--- src/rtl/obuf_drain.sv ---
// obuf_drain: sweeps the accumulation buffer, requantizes each entry (rounding shift + saturation), streams it out.
// Latency: start -> first element 3 cycles, then 1 element/cycle; done_o one cycle after the last transfer.
// Backpressure: oready_i low stalls a 2-entry output FIFO; address issue throttles so nothing is dropped.
// Optional OBUF_DRAIN_RELU_EN: negative results are clamped to zero before saturation.
module obuf_drain #(
    parameter int ACC_W   = 20,
    parameter int DEPTH   = 8,
    parameter int OUT_W   = 8,
    parameter int SHIFT_W = 5
) (
    input  logic                     clk_i,
    input  logic                     rst_i,
    input  logic                     start_i,
    input  logic [SHIFT_W-1:0]       shift_i,
    output logic                     busy_o,
    output logic                     done_o,
    output logic [$clog2(DEPTH)-1:0] raddr_o,
    input  logic [ACC_W-1:0]         rdata_i,
    output logic [OUT_W-1:0]         odata_o,
    output logic [$clog2(DEPTH)-1:0] oidx_o,
    output logic                     ovalid_o,
    input  logic                     oready_i
);

    localparam int AW = $clog2(DEPTH);
    localparam int XW = ACC_W + 1;
    localparam logic signed [XW-1:0] SAT_MAX = XW'((1 << (OUT_W-1)) - 1);
    localparam logic signed [XW-1:0] SAT_MIN = XW'(-(1 << (OUT_W-1)));

    typedef enum logic [1:0] {IDLE, READ, FLUSH, DONE} state_t;

    typedef struct packed {
        logic [AW-1:0]    idx;
        logic [OUT_W-1:0] dat;
    } elem_t;

    state_t             state_q, state_d;
    logic [SHIFT_W-1:0] shift_q, shift_d;
    logic [AW-1:0]      issue_cnt_q, issue_cnt_d;
    logic [AW-1:0]      raddr_q, raddr_d;
    logic               inflight_q, inflight_d;
    logic               busy_q, busy_d;
    logic               done_q, done_d;
    elem_t              head_q, head_d;
    elem_t              tail_q, tail_d;
    logic [1:0]         count_q, count_d;

    logic               pop;
    logic               issue;
    logic [2:0]         occ;
    elem_t              result;

    logic [31:0]             s_amt;
    logic signed [XW-1:0]    x_ext;
    logic signed [XW-1:0]    rnd;
    logic signed [XW-1:0]    y;

    // Requantize the entry returning this cycle; tagged with the address issued last cycle.
    always_comb begin
        s_amt = (32'(shift_q) > 32'(ACC_W-1)) ? 32'(ACC_W-1) : 32'(shift_q);
        x_ext = {rdata_i[ACC_W-1], rdata_i};
        rnd   = '0;
        if (s_amt != 32'd0) begin
            rnd = XW'(1) << (s_amt - 32'd1);
        end
        y = (x_ext + rnd) >>> s_amt;
`ifdef OBUF_DRAIN_RELU_EN
        if (y[XW-1]) begin
            y = '0;
        end
`endif
        if (y > SAT_MAX) begin
            y = SAT_MAX;
        end else if (y < SAT_MIN) begin
            y = SAT_MIN;
        end
        result.idx = raddr_q;
        result.dat = y[OUT_W-1:0];
    end

    always_comb begin
        pop   = (count_q != 2'd0) && oready_i;
        // Occupancy the FIFO will have after this cycle, counting the read still in flight.
        occ   = 3'(count_q) - 3'(pop) + 3'(inflight_q);
        issue = (state_q == READ) && (occ < 3'd2);

        head_d  = head_q;
        tail_d  = tail_q;
        if (pop) begin
            head_d = tail_q;
        end
        if (inflight_q) begin
            if ((count_q - 2'(pop)) == 2'd0) begin
                head_d = result;
            end else begin
                tail_d = result;
            end
        end
        count_d = count_q - 2'(pop) + 2'(inflight_q);

        state_d     = state_q;
        shift_d     = shift_q;
        issue_cnt_d = issue_cnt_q;
        raddr_d     = issue ? issue_cnt_q : raddr_q;
        inflight_d  = issue;

        case (state_q)
            IDLE: begin
                if (start_i) begin
                    shift_d     = shift_i;
                    issue_cnt_d = '0;
                    state_d     = READ;
                end
            end
            READ: begin
                if (issue) begin
                    issue_cnt_d = issue_cnt_q + 1'b1;
                    if (issue_cnt_q == AW'(DEPTH-1)) begin
                        state_d = FLUSH;
                    end
                end
            end
            FLUSH: begin
                if (!inflight_q && (count_d == 2'd0)) begin
                    state_d = DONE;
                end
            end
            DONE:    state_d = IDLE;
            default: state_d = IDLE;
        endcase

        busy_d = (state_d == READ) || (state_d == FLUSH);
        done_d = (state_d == DONE);
    end

    always_ff @(posedge clk_i or negedge rst_i) begin
        if (!rst_i) begin
            state_q     <= IDLE;
            shift_q     <= '0;
            issue_cnt_q <= '0;
            raddr_q     <= '0;
            inflight_q  <= 1'b0;
            busy_q      <= 1'b0;
            done_q      <= 1'b0;
            head_q      <= '0;
            tail_q      <= '0;
            count_q     <= 2'd0;
        end else begin
            state_q     <= state_d;
            shift_q     <= shift_d;
            issue_cnt_q <= issue_cnt_d;
            raddr_q     <= raddr_d;
            inflight_q  <= inflight_d;
            busy_q      <= busy_d;
            done_q      <= done_d;
            head_q      <= head_d;
            tail_q      <= tail_d;
            count_q     <= count_d;
        end
    end

    // The address must show in the issue cycle itself, so raddr_o bypasses the register.
    assign raddr_o  = raddr_d;
    assign odata_o  = head_q.dat;
    assign oidx_o   = head_q.idx;
    assign ovalid_o = (count_q != 2'd0);
    assign busy_o   = busy_q;
    assign done_o   = done_q;

endmodule

--- config.mk ---
export PLATFORM = sky130hd
export DESIGN_NAME = obuf_drain
export DESIGN_NICKNAME = d
export VERILOG_FILES = /design/src/rtl/obuf_drain.sv
export SDC_FILE = /design/constraint.sdc
export NUM_CORES = 1
export LEC_CHECK = 0
export CAP_MARGIN = 10
export CORE_UTILIZATION = 45
export DETAILED_ROUTE_END_ITERATION = 7
export GPL_TIMING_DRIVEN = 0
export SLEW_MARGIN = 20
export SYNTH_ARGS = -nofsm -noshare
export SYNTH_HDL_FRONTEND = slang
export SYNTH_SLANG_ARGS = --single-unit
--- constraint.sdc ---
create_clock -name clk_i -period 8.8 [get_ports clk_i]
set_input_delay 2.2 -clock clk_i [delete_from_list [all_inputs] [get_ports clk_i]]
set_output_delay 2.2 -clock clk_i [all_outputs]
set_load 0.005 [all_outputs]
# After elaboration in Yosys (flattened, before gate mapping)
# Index checks and enable logic that the tools add are counted.
# op_classes
order_cmp	4
add_sub_neg	7
reduce_logical	14
shifts	2
n_eq_ne	9
mux	16
n_bitwise	1
# op_table
operator	count
two-way mux 11 bit	3
nonzero test 32 bit	1
<< shifter 1 x 32 -> 21 bit (first input constant)	1
adder 20 x 21 -> 21 bit	1
greater-than comparator 21 x 8 -> 1 bit (second input constant)	1
< comparator 21 x 8 -> 1 bit (second input constant)	1
two-way mux 21 bit	1
>>> shifter 21 x 5 -> 21 bit	1
two-way mux 8 bit	2
two-way mux 3 bit	3
== test 2 bit (second input constant)	4
two-way mux 2 bit	4
one-hot mux 2 bit (4 select lines)	1
zero test 2 bit	3
one-hot mux 3 bit (2 select lines)	1
subtractor 5 x 1 -> 6 bit (second input constant)	1
greater-than comparator 5 bit (second input constant)	1
two-way mux 5 bit	1
== test 2 x 1 -> 1 bit (second input constant)	2
!= test 2 bit (second input constant)	2
AND reduction 2 bit	2
nonzero test 2 bit	2
adder 3 x 1 -> 3 bit	1
adder 3 x 1 -> 3 bit (second input constant)	1
10 further kinds	12
# totals
inputBits	29
word_cells	65
ff_bits	40

# Logic depth before layout (Yosys ltp)
# logic_depth
depth_word	12
mapped_depth	29
depth_no_buf	25

# Least setup slack after synthesis
# Ideal clock, no wire load.
# synth_path
kind	in2out
startpoint	input oready_i
endpoint	output raddr_o[0]
stages	12
path_slack_ns	2.478
arrival_ns	4.122
required_ns	6.600
cell_sequence	nand2_1 inv_1 clkbuf_1 ha_1 inv_1 nand2_1 fa_1 xnor2_1 nand4_1 inv_1 nand2_1 nand2_1
# synth_via
elab_chain_len	6
# synth_rtl
item	line_no	rtl
from (decl)	22	input logic oready_i
logical AND 1 bit	82	pop = (count_q != 2'd0) && oready_i;
subtractor 2 x 1 -> 3 bit	84	occ = 3'(count_q) - 3'(pop) + 3'(inflight_q);
adder 3 x 1 -> 3 bit	84	
< comparator 3 x 2 -> 1 bit	85	issue = (state_q == READ) && (occ < 3'd2);
logical AND 1 bit	85	
named net inflight_d	41	logic inflight_q, inflight_d;
two-way mux 3 bit	104	raddr_d = issue ? issue_cnt_q : raddr_q;
to (decl)	17	output logic [$clog2(DEPTH)-1:0] raddr_o,
# The timed path passes the listed nets, and every way through them passes these cells.

# Worst setup path in the final report
# Ends and elaborated chain as after synthesis.

==> impl_metrics.py <==
metrics = {
    "critical_path": {
        "cp_common_cell": "nand2_1",
        "crit_chain": "clkdlybuf4s50_1 -> nand2_1 -> inv_1 -> clkbuf_1 -> ha_1 -> inv_1 -> nand2_1 -> fa_1 -> xnor2_1 -> nand4_1 -> inv_1 -> nand2_1 -> nand2_1 -> clkdlybuf4s50_1",
        "critPathBufInv": 6,
        "cp_slowest_cell": "clkdlybuf4s50_1",
        "end_kind": "output port",
        "critPathTopFamily": "buffers and inverters",
        "critPathMaxFanout": 10,
        "cp_slowest_stage_delay_ns": 0.50,
        "cp-start-kind": "primary input",
        "crit_arrival_ns": 5.68,
        "path_class": "in -> out",
        "r2r_slack_ns": 1.30,
        "required_ns": 6.60,
    },
    "grt": {
        "grt_pass1_vias": 5304,
        "grt_pass1_wl_um": 27680,
        "grt_max_degree": 30,
        "grt-ovfl-total": 0,
        "antenna_found_initial": 1,
        "grt_usage_pct": 30.10,
    },
    "route": {
        "ant_nets": 0,
        "wl_per_cell_um": 19.41,
        "wl_met2_um": 7460,
        "drc": 0,
        "drt_iter0_markers": 545,
        "vias_per_cell": 6.469,
        "route.met3.wl_um": 1648,
        "top_layer_used": "met5",
        "routed_wl_um": 17940,
        "drt-pass1-iter-count": 5,
        "vias": 5977,
        "wl_met1_um": 8567,
    },
    "logic_synthesis": {
        "yosys.area_share.simple_pct": 32.24,
        "ys_seq_elements": 40,
        "syn_nets": 788,
        "synth_xor_area_share_pct": 1.850,
        "yosysSeqAreaShare_pct": 19.22,
        "synth_top_family_by_area": "simple AND/OR/NAND/NOR gates",
        "synth_edf_count": 0,
        "syn_area_per_cell_um2": 7.135,
        "async_flop_share_pct": 100.0,
        "synthAdderAreaFrac_pct": 7.254,
        "synth_cell_type_count": 86,
        "syn-cell-area_um2": 5209,
        "synthMuxAreaShare_pct": 1.946,
        "ys_dominant_reg_cell": "dfrtp_1",
        "synth-compound-area-share_pct": 31.92,
        "yosysWarnings": 0,
        "synthCells": 730,
    },
    "timing": {
        "fin_crit_sh_pct": 89.49,
        "slew_headroom_pct": 39.29,
        "rsz0062_at_grt": "no",
        "worst_pin_slew_ns": 0.9023,
        "fmax_mhz": 127.0,
        "hold_viol": 0,
        "drv_slew": 0,
        "fin_skew_ns": 0.006568,
        "setup_slack_ns": 0.9248,
        "tns_ns": 0,
        "setup_viol": 0,
        "layout_min_cycle_time_ns": 7.875,
    },
    "clock_network": {
        "h-tree-depth": 2,
        "clock-sinks": 40,
        "cts_buffers": 5,
        "post_cts_buffers": 0,
        "clkSlewWorstSetupHoldPaths_ns": 0.06,
        "root_buffer": "clkbuf_16",
        "cts_resized": 0,
        "cts_buffer_depth": 2,
        "clock_latency_ns": 0.28,
        "cts.hold.buffers_added": 0,
        "cts_tree": "built",
    },
    "power_and_ir_drop": {
        "finalPower_mw": 2.457,
        "peakVddDrop_uv": 234.3,
        "p_leak_nw": 2.499,
        "power.density_nw_per_um2": 408.6,
    },
    "layout": {
        "drive_gt1_share_pct": 8.036,
        "final_core_utilization_pct": 54.28,
        "multiInputGateArea_um2": 3918,
        "area_growth_pct": 15.45,
        "layout_common_cells": "132 x nand2_1, 81 x nor2_1, 44 x clkdlybuf4s50_1",
        "n_fill_cell": 1120,
        "diodes": 0,
        "mostFrequentLayoutCell": "nand2_1",
        "nets": 841,
        "final_area_um2": 6013,
        "regArea_um2": 1001,
    },
    "job": {
        "cap_violations": 0,
    },
    "die": {
        "die_area_um2": 12010,
        "die_height_um": 109.6,
        "ios": 46,
        "die_w_um": 109.6,
        "core_area_um2": 11080,
        "start_util_pct": 47.02,
        "rows": 38,
    },
    "place": {
        "place_area_um2": 5849,
        "dp_worst_setup_slack_ns": 0.9970,
        "finalWeightedCongestion": 0.9632,
        "portBuffers": 45,
        "hpwlAfterDp_um": 14410,
    },
    "status": {
        "status": "completed",
    },
    "hold_path": {
        "hold_class": "reg -> reg",
    },
}
final timing paths:
path                             from    endpoint  cells past startpoint
setup / recovery             oready_i  raddr_o[0]                     14
hold / removal              tail_q[9]   tail_q[9]                      2
setup reg to reg           shift_q[2]   tail_q[5]                     29
hold reg to reg             tail_q[9]   tail_q[9]                      2
max in group asynchronous       rst_i  inflight_q                      2
min in group asynchronous       rst_i   oidx_o[0]                      1
cell families after synthesis:
kind of cell             count (synthesis)
XOR/XNOR                                11
adder cells (fa/ha/maj)                 29
AND/OR/NAND/NOR                        348
buffers and inverters                   61
flip-flops                              40
multiplexers                            10
AO/OA/AOI/OAI                          231
Yosys cell counts, drive strengths merged (15+ instances only):
cell    instances  share of area [%]
nand3          22                2.2
nand4          15                1.8
o21ai          46                4.6
a211oi         24                4.1
inv            21                1.5
and3           16                1.9
o211ai         17                2.5
nor2           83                6.1
ha             27                6.5
buf            16                2.3
nand2         135                9.9
dfrtp          40                 19
clkbuf         24                1.7
a31oi          16                1.9
a21oi          44                4.7
report_power, final:
| group | switching (mW) | internal, mW | total (mW) | leakage [nW] |
|---|---|---|---|---|
| combinational | 1.23 | 0.687 | 1.92 | 1.93 |
| clock | 0.0713 | 0.133 | 0.205 | 0.0808 |
| sequential | 0.0629 | 0.268 | 0.331 | 0.486 |
| total | 1.37 | 1.09 | 2.46 | 2.50 |
per-stage QoR:
stage / hold slack (ns) / instances
final: 0.4865 / 924
after global routing: 0.5200 / 924
after CTS: 0.4840 / 924
after detailed placement: 0.4691 / 916
after global placement: 0.4582 / 915
after floorplan: 0.4456 / 730
cell type report:
| type | count | share of cell area (%) |
|---|---|---|
| Multi-Input combinational cell | 629 | 65.15 |
| Sequential cell | 40 | 16.65 |
| Timing Repair Buffer | 46 | 7.740 |
| Buffer | 40 | 3.516 |
| Tap cell | 140 | 2.913 |
| Clock buffer | 6 | 2.143 |
| Inverter | 21 | 1.311 |
| Clock inverter | 2 | 0.5826 |
metal layers:
layer / up-vias / GRT usage (%)
met5: - / 0
met2: 262 / 43.71
met3: 33 / 6.639
met1: 2851 / 45.38
met4: 2 / 5.238
li1: 2829 / -
state kept, by name (all words and copies together) (netlist names):
name and count:
inflight_q 1, oidx_o 3, tail_q 11, issue_cnt_q 3, busy_o 1, odata_o 8, shift_q 5, done_o 1
state_q 2, raddr_q 3, count_q 2
tightest hold or removal path, stage by stage (launching register included):
cell and delay (ns):
dfrtp_1 0.34, nand2_1 0.05, nand2_1 0.06
No activity file was read; power rests on OpenSTA's default activity.
